==> config.mk <==
export PLATFORM = sky130hd
export DESIGN_NAME = ahb_resp_mux_dphase
export DESIGN_NICKNAME = d
export VERILOG_FILES = /design/src/rtl/ahb_resp_mux_dphase.sv
export SDC_FILE = /design/constraint.sdc
export NUM_CORES = 1
export LEC_CHECK = 0
export BUFFER_PORTS_ARGS = -buffer_cell sky130_fd_sc_hd__buf_2
export CORE_AREA = 2 2 73 75
export DETAILED_ROUTE_END_ITERATION = 10
export DIE_AREA = 0 0 75 77
export PLACE_DENSITY = 0.77
export REMOVE_ABC_BUFFERS = 1
export SETUP_SLACK_MARGIN = 0.5
export SLEW_MARGIN = 20
export SYNTH_ARGS = -nofsm -noshare
export SYNTH_HDL_FRONTEND = slang
export SYNTH_SLANG_ARGS = --single-unit
export TNS_END_PERCENT = 50
==> constraint.sdc <==
create_clock -name Hclk -period 2 [get_ports Hclk]
set_input_delay 0.4 -clock Hclk [delete_from_list [all_inputs] [get_ports Hclk]]
set_output_delay 0.4 -clock Hclk [all_outputs]
set_load 0.01 [all_outputs]
==> src/rtl/ahb_resp_mux_dphase.sv <==
// AHB slave-to-master response mux with built-in default slave and wait-state watchdog.
// Zero added latency in SLAVE; error responses take two cycles and stall via Hready=0.
module ahb_resp_mux_dphase #(
  parameter int                NUM_SLAVES    = 4,
  parameter int                DATA_W        = 32,
  parameter int                TIMEOUT       = 16,
  parameter logic [DATA_W-1:0] DEFAULT_RDATA = DATA_W'(32'hDEADBEEF)
) (
  input  logic                         Hclk,
  input  logic                         Hreset,
  input  logic [1:0]                   Htrans,
  input  logic [NUM_SLAVES-1:0]        Hsel,
  input  logic [NUM_SLAVES*DATA_W-1:0] Hrdata_S,
  input  logic [2*NUM_SLAVES-1:0]      Hresp_S,
  input  logic [NUM_SLAVES-1:0]        Hreadyout_S,
  output logic [DATA_W-1:0]            Hrdata,
  output logic [1:0]                   Hresp,
  output logic                         Hready,
  output logic [NUM_SLAVES-1:0]        dphase_sel,
  output logic                         timeout_err
);

  localparam int            CW       = (TIMEOUT > 0) ? $clog2(TIMEOUT + 1) : 1;
  localparam logic [CW-1:0] CNT_LAST = CW'((TIMEOUT > 0) ? TIMEOUT - 1 : 0);
  localparam logic [1:0]    RESP_OK  = 2'b00;
  localparam logic [1:0]    RESP_ERR = 2'b01;

  typedef enum logic [2:0] {
    ST_IDLE,
    ST_SLAVE,
    ST_DERR1,
    ST_DERR2,
    ST_TERR1,
    ST_TERR2
  } state_t;

  state_t                state, state_nxt;
  logic [NUM_SLAVES-1:0] dphase_sel_nxt;
  logic [CW-1:0]         wait_cnt, wait_cnt_nxt;
  logic                  timeout_err_nxt;
  logic                  addr_ok;
  logic                  hsel_onehot;

  logic [DATA_W-1:0]     sel_rdata;
  logic [1:0]            sel_resp;
  logic                  sel_ready;

  assign hsel_onehot = (Hsel != '0) && ((Hsel & (Hsel - NUM_SLAVES'(1))) == '0);

  // dphase_sel is one-hot or zero, so an AND-OR mux is sufficient
  always_comb begin
    sel_rdata = '0;
    sel_resp  = '0;
    sel_ready = 1'b0;
    for (int i = 0; i < NUM_SLAVES; i++) begin
      if (dphase_sel[i]) begin
        sel_rdata = sel_rdata | Hrdata_S[i*DATA_W +: DATA_W];
        sel_resp  = sel_resp  | Hresp_S[2*i +: 2];
        sel_ready = sel_ready | Hreadyout_S[i];
      end
    end
  end

  always_comb begin
    state_nxt       = state;
    dphase_sel_nxt  = dphase_sel;
    wait_cnt_nxt    = wait_cnt;
    timeout_err_nxt = 1'b0;
    addr_ok         = 1'b0;
    Hready          = 1'b1;
    Hresp           = RESP_OK;
    Hrdata          = DEFAULT_RDATA;

    case (state)
      ST_IDLE: begin
        addr_ok = 1'b1;
      end
      ST_SLAVE: begin
        Hready = sel_ready;
        Hresp  = sel_resp;
        Hrdata = sel_rdata;
        if (sel_ready) begin
          addr_ok = 1'b1;
        end else if (TIMEOUT > 0) begin
          // completion on the last allowed cycle wins because sel_ready is tested first
          if (wait_cnt == CNT_LAST) begin
            state_nxt       = ST_TERR1;
            dphase_sel_nxt  = '0;
            wait_cnt_nxt    = '0;
            timeout_err_nxt = 1'b1;
          end else begin
            wait_cnt_nxt = wait_cnt + CW'(1);
          end
        end
      end
      ST_DERR1: begin
        Hready    = 1'b0;
        Hresp     = RESP_ERR;
        state_nxt = ST_DERR2;
      end
      ST_DERR2: begin
        Hresp   = RESP_ERR;
        addr_ok = 1'b1;
      end
      ST_TERR1: begin
        Hready    = 1'b0;
        Hresp     = RESP_ERR;
        state_nxt = ST_TERR2;
      end
      ST_TERR2: begin
        Hresp   = RESP_ERR;
        addr_ok = 1'b1;
      end
      default: begin
        state_nxt      = ST_IDLE;
        dphase_sel_nxt = '0;
      end
    endcase

    if (addr_ok) begin
      wait_cnt_nxt = '0;
      if (Htrans[1] && hsel_onehot) begin
        state_nxt      = ST_SLAVE;
        dphase_sel_nxt = Hsel;
      end else if (Htrans[1]) begin
        state_nxt      = ST_DERR1;
        dphase_sel_nxt = '0;
      end else begin
        state_nxt      = ST_IDLE;
        dphase_sel_nxt = '0;
      end
    end
  end

  always_ff @(posedge Hclk or posedge Hreset) begin
    if (Hreset) begin
      state       <= ST_IDLE;
      dphase_sel  <= '0;
      wait_cnt    <= '0;
      timeout_err <= 1'b0;
    end else begin
      state       <= state_nxt;
      dphase_sel  <= dphase_sel_nxt;
      wait_cnt    <= wait_cnt_nxt;
      timeout_err <= timeout_err_nxt;
    end
  end

endmodule

==> results.ini, run 1 <==
[worst_setup_path]
worstSetupStartpoint = state[2]
path_max_fanout = 2
required_ns = 1.60
cp.arrival_ns = 1.47
critical_path_class = flip-flop to output port
cp-end-kind = output port
start_kind = flip-flop
r2r-start = state[2]

[floorplanning]
core_area_um2 = 4980
initial_utilization_pct = 30.0
dieArea_um2 = 5780
die_x_um = 75
ios = 188
row_count = 26
fp.dieH_um = 77

[detailed_routing]
wl_um = 7230
drtIter0Drc = 97
wl_per_cell_um = 16.1
vias = 2360
vias_per_cell = 5.27
drtAntennaViolNets = 0
dr.pass1.iters = 5
drcViolationCount = 0

[yosys]
yosys_warnings = 0
synth_seq_cells = 13
synth_edf_count = 0
syn_area_um2 = 1490
synth_area_leader_cell = a22oi_1
synth_cell_types = 37
syn_avg_cell_area_um2 = 7.90
async_reset_ff_share_pct = 100
synth_seq_area_share_pct = 21.8
syn_inst = 189
synth_area_leaders = a22oi_1, dfrtp_1, nand3_1
ys.flop_type = dfrtp_1
synth_top_area_share_pct = 35.7

[finish]
drive_above_1_share_pct = 64.0
fin_nets = 528
final_core_util_pct = 56.1
n_antenna_cell = 0
syn2layout_area_growth_pct = 86.9

[sta]
timing.fmax_mhz = 535
min_period_ns = 1.87
relSlewSlack_pct = 67.9
finalHoldViolations = 0
clock_skew_ns = 0.00251
finalCritPeriodShare_pct = 93.5
finalSetupViolCount = 0
rsz0062_at_grt = true
worst_pin_slew_ns = 0.481
fin_hold_ws_ns = 0.160
maxSlewViolCount = 0

[place]
port_buffers = 186
dp_hpwl_um = 5250
place_congestion = 0.780

[global_routing]
grt_pass1_vias = 2186
use_met2_pct = 36.9
grt_max_degree = 22
use_met1_pct = 25.1
busiest_layer = met2
track_usage_pct = 21.1
grt_overflow = 0
grt_use_met3_pct = 2.76
grt_pass1_wl_um = 9770
antenna_found_initial = 0

[flow_run]
drv_cap = 0

[clock_network]
cts_buffers = 3
clockBufferDepth = 2
cts_sinks = 13
clock-root-buffer = clkbuf_8
h-tree-depth = 1
clock_latency_ns = 0.25
cts.clk_slew.worst_paths_ns = 0.06
cts_tree = done
hold_buffers = 0

[pwr]
leakage_nw = 1.34
ir_drop_mv = 0.531
power_density_nw_per_um2 = 981

[worst_hold_path]
hp-class = input pin to asynchronous set/reset pin

[status]
status = finished, final reports clean

-- cell families after synthesis --
group | after synthesis | share of synthesized area, %
compound gates | 97 | 47.9
fa+ha+maj | 1 | 0.838
flops | 13 | 21.8
simple gates | 51 | 20.2
xor+xnor | 2 | 1.17
buf+inv | 24 | 7.46
mux | 1 | 0.671
-- cells in the mapped netlist (all sizes together) (2+ instances only) --
master  instances
nand3          26
a21o            2
a211oi          2
a21oi          12
nand2           6
o21ai           2
buf            10
a22o            5
nor2            5
inv             2
nor3b           2
or2             3
dfrtp          13
clkbuf         12
a22oi          71
nor4b           3
-- worst paths after layout --
check                                      to  slack (ns)  depth (start not counted)
worst max-delay path                   Hready        0.13                          6
worst max register to register  dphase_sel[0]        0.33                          6
worst min-delay path              wait_cnt[2]        0.16                          2
max in group asynchronous       dphase_sel[3]        1.49                          2
worst min register to register    timeout_err        0.45                          1
min in group Hclk               dphase_sel[1]        0.43                          2
-- where the power goes --
part,switching [W],internal (W),leakage [nW]
Sequential,0.0000778,0.000321,0.171
Combinational,0.00108,0.00102,1.14
Clock,0.0000973,0.000138,0.0255
Total,0.00125,0.00148,1.34
-- registers in the layout, summed over array words and instances (netlist names) --
name / cells
wait_cnt: 5
dphase_sel: 4
state: 3
timeout_err: 1
-- through the flow --
step	std cells	setup slack (ns)	power [W]	setup TNS [ns]	area, um^2
5_1_grt	448	0.0915	0.00294	0	2790
3_5_place_dp	436	0.316	0.00212	0	2500
6_report	448	0.129	0.00274	0	2790
4_1_cts	442	0.131	0.00242	0	2590
2_1_floorplan	167	-0.0147	0.00133	-0.0147	1390
3_3_place_gp	436	0.348	0.00209	0	2500
-- what timing repair did --
item | in CTS | in global routing
setup buffers | 2 | 4
setup endpoints to repair | 48 | 50
resized for setup | 8 | 36
pin swaps | 1 | 4
gates cloned | 0 | 2
-- critical path, cell delays in order (launching register included) --
cell     delay [ns]
dfrtp_1        0.39
buf_6          0.13
nor3b_4        0.20
buf_4          0.14
and3_4         0.18
nor2_1         0.05
buf_2          0.14
-- layout make-up --
class	instances	area [um^2]
Timing Repair Buffer	207	1160
Clock inverter	1	5.00
Clock buffer	3	41.3
Fill cell	478	2190
Inverter	2	7.51
Tap cell	70	87.6
Sequential cell	13	329
Multi-Input combinational cell	152	1160
-- layer usage --
layer / part of all wire (%) / up-vias / wire [um]
met5: 0 / - / 0
met4: 1.8 / 0 / 132
met3: 7.4 / 14 / 538
met2: 53 / 107 / 3800
met1: 38 / 1103 / 2760
li1: - / 1136 / -
-- layout by cell type, fill, tap and decap left out, types with 2 or more instances in the layout --
master    Yosys  final
buf_6         1     13
o21ai_1       2      2
a211oi_2      1      2
nor4b_1       2      2
a22oi_1      71     65
a21oi_1      12     11
dfrtp_2       0      3
inv_1         2      2
nand2_1       6      6
clkbuf_8      0      3
a22oi_2       0      6
nand3_1      26     15
nor2_1        5      5
nand3_2       0     11
dfrtp_1      13     10
buf_4         2     14
buf_2         5    179
a22o_1        5      5
No activity file was read; power rests on OpenSTA's default activity.
==> run 2, diff against run 1 <==
ABC_AREA = 1   (was default)
CORE_AREA = default   (was 2 2 73 75)
CORE_ASPECT_RATIO = 1.25   (was default)
CORE_MARGIN = 2   (was default)
CORE_UTILIZATION = 36   (was default)
DIE_AREA = default   (was 0 0 75 77)
PLACE_DENSITY = 0.83   (was 0.77)
==> run 2 against run 1 <==
  * Via count grew 17%
  * Die area down 3.1%
  * Sequential cell count unchanged
  * Power increased by 21%
  * Cell count grew 23%
  * Non-clock buffer count rose by 3
  * First-iteration DRC count increased by 41%
  * Design area up 7.9%
  * Register-to-register slack better by 0.13 ns
==> results.ini, run 2 <==
[pwr]
clkPwrFrac_pct = 7.1  ; was 8.6%
swShare_pct = 52.2  ; was 45.8%
power_density_nw_per_um2 = 1100  ; was 981 nW/um^2
ir_drop_mv = 1.14  ; was 0.531 mV
leakage_nw = 1.51  ; was 1.34 nW
p_comb_share_pct = 80.3  ; was 76.8%
seq_power_share_pct = 12.6  ; was 14.6%
p_int_w = 0.00158  ; was 0.00148 W
switchingPower_w = 0.00173  ; was 0.00125 W

[sta]
min_period_ns = 1.90  ; was 1.87 ns
relSlewSlack_pct = 66.0  ; was 67.9%
maxSlewViolCount = 0  ; unchanged
rsz0062_at_grt = true  ; unchanged
clock_skew_ns = 0.000692  ; was 0.00251 ns
fin_hold_ws_ns = 0.173  ; was 0.160 ns
worst_pin_slew_ns = 0.510  ; was 0.481 ns
timing.fmax_mhz = 527  ; was 535 MHz
finalCritPeriodShare_pct = 94.8  ; was 93.5%
finalSetupViolCount = 0  ; unchanged
finalHoldViolations = 0  ; unchanged

[global_routing]
antenna_found_initial = 6  ; was 0
use_met2_pct = 40.0  ; was 36.9%
grt_pass1_wl_um = 10800  ; was 9770 um
grt_pass1_vias = 2378  ; was 2186
busiest_layer = met2  ; unchanged
use_met1_pct = 29.7  ; was 25.1%
grt_max_degree = 35  ; was 22
grt_use_met3_pct = 9.49  ; was 2.76%
grt_overflow = 0  ; unchanged
track_usage_pct = 24.8  ; was 21.1%

[detailed_routing]
drcViolationCount = 0  ; unchanged
drtIter0Drc = 137  ; was 97
wl_um = 7800  ; was 7230 um
vias_per_cell = 5.00  ; was 5.27
vias = 2755  ; was 2360
wl_per_cell_um = 14.1  ; was 16.1 um
drtAntennaViolNets = 0  ; unchanged
dr.pass1.iters = 4  ; was 5

[floorplanning]
fp.dieH_um = 83.2  ; was 77 um
initial_utilization_pct = 37.6  ; was 30.0%
ios = 188  ; unchanged
core_area_um2 = 4800  ; was 4980 um^2
row_count = 28  ; was 26
dieArea_um2 = 5600  ; was 5780 um^2
die_x_um = 67.3  ; was 75 um

[yosys]
synth_area_leaders = nand2_1, dfrtp_1, a21oi_2  ; was a22oi_1, dfrtp_1, nand3_1
synth_top_area_share_pct = 29.8  ; was 35.7%
synth_seq_cells = 13  ; unchanged
yosys-mux-area-fraction_pct = 0  ; was 0.671%
synth_common_cells = nand2_1, nand4_1, a21oi_2  ; was a22oi_1, nand3_1, dfrtp_1
syn_area_um2 = 1800  ; was 1490 um^2
yosys.cell_count.top_type = nand2_1  ; was a22oi_1
yosys_warnings = 0  ; unchanged
synth_top_family_by_area = simple AND/OR/NAND/NOR gates  ; was compound AO/OA/AOI/OAI gates
synth_seq_area_share_pct = 18.0  ; was 21.8%
yosys.area_share.simple_pct = 48.9  ; was 20.2%
syn_avg_cell_area_um2 = 6.20  ; was 7.90 um^2
syn_inst = 291  ; was 189
synth-compound-area-share_pct = 20.5  ; was 47.9%
synth_edf_count = 0  ; unchanged
ys.flop_type = dfrtp_1  ; unchanged
async_reset_ff_share_pct = 100  ; unchanged
synth_cell_types = 29  ; was 37
synth_area_leader_cell = nand2_1  ; was a22oi_1
synth_xor_area_share_pct = 0.485  ; was 1.17%
synth_fa_ha_area_share_pct = 0.693  ; was 0.838%

[worst_setup_path]
path_max_fanout = 34  ; was 2
cpMaxStageDelayCell = dfrtp_1  ; unchanged
critical_path_class = flip-flop to output port  ; unchanged
required_ns = 1.60  ; about the same
start_kind = flip-flop  ; unchanged
path_cells = inv_2 -> nand2_4 -> nor2_8 -> inv_12 -> a21oi_1 -> nand4_1 -> buf_2  ; was buf_6 -> nor3b_4 -> buf_4 -> and3_4 -> nor2_1 -> buf_2
cp-end-kind = output port  ; unchanged
r2r_cells = 9  ; was 6
cpLargestDelayFamily = flip-flops  ; was simple AND/OR/NAND/NOR gates
cp.buffers_inverters = 3  ; unchanged
path_depth = 7  ; was 6
cp.arrival_ns = 1.50  ; was 1.47 ns
critPathMaxStageDelay_ns = 0.40  ; was 0.39 ns

[clock_network]
cts_buffers = 3  ; unchanged
cts_sinks = 13  ; unchanged
cts_tree = done  ; unchanged
h-tree-depth = 1  ; unchanged
clockBufferDepth = 2  ; unchanged
clock-root-buffer = clkbuf_8  ; unchanged
cts.clk_slew.worst_paths_ns = 0.05  ; was 0.06 ns
clock_latency_ns = 0.25  ; about the same
hold_buffers = 0  ; unchanged

[finish]
layout_common_cells = buf_2, nand2_1, nand4_1  ; was buf_2, a22oi_1, nand3_1
drive_above_1_share_pct = 53.7  ; was 64.0%
final_cell_area_um2 = 3010  ; was 2790 um^2
fin_nets = 636  ; was 528
syn2layout_area_growth_pct = 66.9  ; was 86.9%
fillers = 462  ; was 478
top_regs = wait_cnt (5), dphase_sel (4), state (3)  ; unchanged
final_common_cell = buf_2  ; unchanged
largest_reg_flops = 5  ; unchanged
largest_register = wait_cnt  ; unchanged

[status]
status = finished, final reports clean  ; unchanged

[place]
dp_hpwl_um = 5860  ; was 5250 um
dpl_cell_area_um2 = 2750  ; was 2500 um^2
place_congestion = 0.877  ; was 0.780
port_buffers = 186  ; unchanged

[flow_run]
drv_cap = 0  ; unchanged

[worst_hold_path]
hp-class = input pin to asynchronous set/reset pin  ; unchanged

-- run 2: cell count changes in the layout (fill, tap and decap cells not counted), moves of 6 or more --
| cell | change |
|---|---|
| nand3_2 | -10 |
| nand2_1 | +135 |
| a41oi_1 | +7 |
| a21oi_1 | -8 |
| nand4_1 | +25 |
| a22oi_2 | -6 |
| buf_6 | -12 |
| inv_1 | +8 |
| a22oi_1 | -65 |
| buf_2 | +7 |
| a21oi_2 | +21 |
-- run 2: layer usage --
metal / vias up / share of wire, % / wire length (um)
met3: 19 / 13 / 980
met1: 1209 / 38 / 2940
met4: 2 / 2.0 / 156
met5: - / 0.17 / 13
li1: 1369 / - / -
met2: 156 / 47 / 3700
-- run 2: worst paths after layout --
kind                             start             to  slack, ns
setup / recovery              state[1]      Hrdata[1]       0.10
setup reg to reg              state[0]       state[1]       0.46
max in group asynchronous       Hreset  dphase_sel[0]       1.46
hold reg to reg            wait_cnt[4]    wait_cnt[4]       0.50
hold / removal                  Hreset       state[0]       0.17
min in group Hclk              Hsel[1]  dphase_sel[1]       0.42
-- run 2: worst reg2reg max path: stages, from the launching register on --
cell and delay, ns:
dfrtp_1 0.40, inv_2 0.14, nor2_8 0.07, buf_6 0.13, buf_4 0.13, buf_4 0.14, o21ai_4 0.08, nand2_2 0.13
nand3_1 0.11, o21ai_0 0.09
-- run 2: logic make-up (layout without fill, tap and decap cells) --
| logic type | count (synthesis) | in the layout |
|---|---|---|
| simple gates | 197 | 197 |
| compound gates | 44 | 44 |
| buf+inv | 35 | 230 |
| flops | 13 | 13 |
| fa+ha+maj | 1 | 1 |
| xor+xnor | 1 | 1 |
| other cells | 0 | 5 |
-- run 2: layout make-up --
type / instances / area [um^2] / share of cell area, %
multi-input combinational: 243 / 1290 / 43.0
timing repair buffer: 210 / 1180 / 39.3
sequential: 13 / 329 / 10.9
tap: 60 / 75.1 / 2.49
inverter: 16 / 72.6 / 2.41
clock buffer: 4 / 45.0 / 1.50
antenna: 5 / 12.5 / 0.415
-- run 2: timing repair --
action,CTS,global route
gates cloned,0,2
setup buffers,2,13
gates resized for setup,5,12
endpoints found under the setup margin,36,36
-- run 2: stage by stage --
step                      setup WS [ns]  instances  power, W  utilization, %  TNS [ns]
final                             0.104        551   0.00331            62.7         0
after CTS                         0.124        531   0.00301            58.7         0
after detailed placement          0.267        525   0.00271            57.2         0
after global routing             0.0276        550   0.00359            62.7         0
after floorplan                 -0.0450        272   0.00183               -   -0.0450
after global placement            0.293        525   0.00266            57.2         0
-- run 2: power by group through the flow --
stage          clock network (W)  logic [W]  registers (W)
2_1_floorplan                  0    0.00130       0.000525
3_3_place_gp                   0    0.00224       0.000421
3_5_place_dp                   0    0.00229       0.000423
4_1_cts                 0.000241    0.00236       0.000414
5_1_grt                 0.000251    0.00291       0.000429
6_report                0.000236    0.00266       0.000418
==> run 3, diff against run 2 <==
PLACE_DENSITY = 0.8   (was 0.83)
==> run 3 against run 2 <==
  * Design area fell by 5.2%
  * Die area is the same
  * Fmax grew 3.6%
  * First-iteration DRC count down 42%
  * Setup slack improved by 0.066 ns
  * Largest cell class unchanged
==> results.ini, run 3 (synthesized netlist as in run 2, its figures left out) <==
[detailed_routing]
vias = 2667  ; was 2755
drcViolationCount = 0  ; unchanged
wl_per_cell_um = 12.8  ; was 14.1 um
dr.pass1.iters = 6  ; was 4
wl_um = 6880  ; was 7800 um
vias_per_cell = 4.97  ; was 5.00
drtAntennaViolNets = 0  ; unchanged
drtIter0Drc = 79  ; was 137

[worst_setup_path]
path_max_fanout = 34  ; unchanged
r2r-start = state[1]  ; was state[0]
r2r_slack_ns = 0.57  ; was 0.46 ns
path_depth = 7  ; unchanged
required_ns = 1.60  ; about the same
cpMaxStageDelayCell = dfrtp_1  ; unchanged
start_kind = flip-flop  ; unchanged
cp.buffers_inverters = 3  ; unchanged
path_cells = inv_2 -> nand2_4 -> nor2_8 -> inv_12 -> a21oi_2 -> nand4_1 -> buf_2  ; was inv_2 -> nand2_4 -> nor2_8 -> inv_12 -> a21oi_1 -> nand4_1 -> buf_2
critPathMaxStageDelay_ns = 0.39  ; was 0.40 ns
cpLargestDelayFamily = flip-flops  ; unchanged
worstSetupStartpoint = state[1]  ; unchanged
cp.arrival_ns = 1.43  ; was 1.50 ns
r2r_cells = 9  ; unchanged
cp-endpoint = Hrdata[6]  ; was Hrdata[1]
cp-end-kind = output port  ; unchanged
r2r-end = state[1]  ; unchanged
critical_path_class = flip-flop to output port  ; unchanged

[finish]
final_core_util_pct = 59.5  ; was 62.7%
syn2layout_area_growth_pct = 58.2  ; was 66.9%
fillers = 439  ; was 462
largest_register = wait_cnt  ; unchanged
largest_reg_flops = 5  ; unchanged
layout_common_cells = buf_2, nand2_1, nand4_1  ; unchanged
fin_nets = 627  ; was 636
top_regs = wait_cnt (5), dphase_sel (4), state (3)  ; unchanged
n_antenna_cell = 0  ; was 5
drive_above_1_share_pct = 51.6  ; was 53.7%
final_common_cell = buf_2  ; unchanged

[global_routing]
grt_max_degree = 35  ; unchanged
track_usage_pct = 23.7  ; was 24.8%
grt_pass1_wl_um = 10800  ; about the same
grt_overflow = 0  ; unchanged
antenna_found_initial = 1  ; was 6
grt_pass1_vias = 2515  ; was 2378

[floorplanning]
ios = 188  ; unchanged
initial_utilization_pct = 37.6  ; unchanged
die_x_um = 67.3  ; unchanged
fp.dieH_um = 83.2  ; unchanged
row_count = 28  ; unchanged
core_area_um2 = 4800  ; unchanged
dieArea_um2 = 5600  ; unchanged

[sta]
finalHoldViolations = 0  ; unchanged
fin_hold_ws_ns = 0.177  ; was 0.173 ns
tns_ns = 0  ; unchanged
rsz0062_at_grt = true  ; unchanged
finalCritPeriodShare_pct = 91.5  ; was 94.8%
finalWorstSetupSlack_ns = 0.170  ; was 0.104 ns
worst_pin_slew_ns = 0.500  ; was 0.510 ns
min_period_ns = 1.83  ; was 1.90 ns
timing.fmax_mhz = 546  ; was 527 MHz
finalSetupViolCount = 0  ; unchanged
relSlewSlack_pct = 66.6  ; was 66.0%
maxSlewViolCount = 0  ; unchanged
clock_skew_ns = 0.00583  ; was 0.000692 ns

[clock_network]
clock_latency_ns = 0.24  ; was 0.25 ns
hold_buffers = 0  ; unchanged
h-tree-depth = 1  ; unchanged
clockBufferDepth = 2  ; unchanged
cts_tree = done  ; unchanged
cts_buffers = 3  ; unchanged
clock-root-buffer = clkbuf_8  ; unchanged
cts_sinks = 13  ; unchanged
cts.clk_slew.worst_paths_ns = 0.06  ; was 0.05 ns

[worst_hold_path]
hp-class = input pin to asynchronous set/reset pin  ; unchanged

[flow_run]
drv_cap = 0  ; unchanged

[pwr]
ir_drop_mv = 1.11  ; was 1.14 mV
power_density_nw_per_um2 = 1060  ; was 1100 nW/um^2
leakage_nw = 1.45  ; was 1.51 nW

[place]
dpl_worst_slack_ns = 0.213  ; was 0.267 ns
dp_hpwl_um = 5480  ; was 5860 um
port_buffers = 186  ; unchanged
place_congestion = 0.863  ; was 0.877

[status]
status = finished, final reports clean  ; unchanged

-- run 3: cell types whose count changed in the layout (fill, tap and decap cells not counted), moves of 2 or more --
cell | previous run | this run
buf_4 | 18 | 12
diode_2 | 5 | 0
buf_12 | 2 | 0
buf_6 | 1 | 3
clkbuf_16 | 2 | 0
nand2_1 | 141 | 143
-- run 3: area by class of cell --
cell class	instances	area, um^2	area share [%]
multi-input combinational	243	1280	44.8
inverter	16	72.6	2.54
tap	60	75.1	2.63
timing repair buffer	201	1050	37.0
sequential	13	328	11.5
clock buffer	4	45.0	1.58
-- run 3: through the flow --
stage	power [W]	cell area, um^2	instances
after floorplan	0.00183	1660	272
after global placement	0.00263	2740	527
after detailed placement	0.00267	2740	527
after CTS	0.00301	2840	536
after global routing	0.00329	2850	537
final	0.00301	2850	537
-- run 3: worst register-to-register path, delay by kind of cell (launching register included) --
family,cells,cell delay (ns)
AND/OR/NAND/NOR,4,0.44
AO/OA/AOI/OAI,2,0.16
buffers and inverters,3,0.36
flip-flops,1,0.39
-- run 3: timing repair --
item | 4_1_cts | 5_1_grt
setup endpoints to repair | 37 | 46
resized for setup | 8 | 1
pin swaps | 1 | 1
setup buffers | 5 | 1
-- run 3: report_power, final --
part	total [W]	internal, W	leakage (nW)	switching, W
registers	0.000412	0.000335	0.173	0.0000776
clock network	0.000227	0.000140	0.0228	0.0000868
logic	0.00237	0.000931	1.25	0.00144
total	0.00301	0.00141	1.45	0.00161
-- run 3: routing by layer --
layer  up-vias  routed length [um]  share of wire [%]  GRT usage [%]
met4         2                  67               0.97           5.57
li1       1343                   -                  -              -
met3        12                 720                 10           4.07
met5         -                  13               0.19              0
met1      1163                2570                 37           26.4
met2       147                3510                 51           44.6
-- run 3: worst min-delay path by stage --
| stage | from | endpoint | slack [ns] |
|---|---|---|---|
| detailed placement | Hreset | state[2] | 0.45 |
| CTS | Hreset | wait_cnt[3] | 0.20 |
| global placement | Hreset | state[2] | 0.44 |
| global route | Hreset | wait_cnt[3] | 0.23 |
| finish | Hreset | timeout_err | 0.18 |
| floorplan | Hreset | dphase_sel[0] | 0.28 |
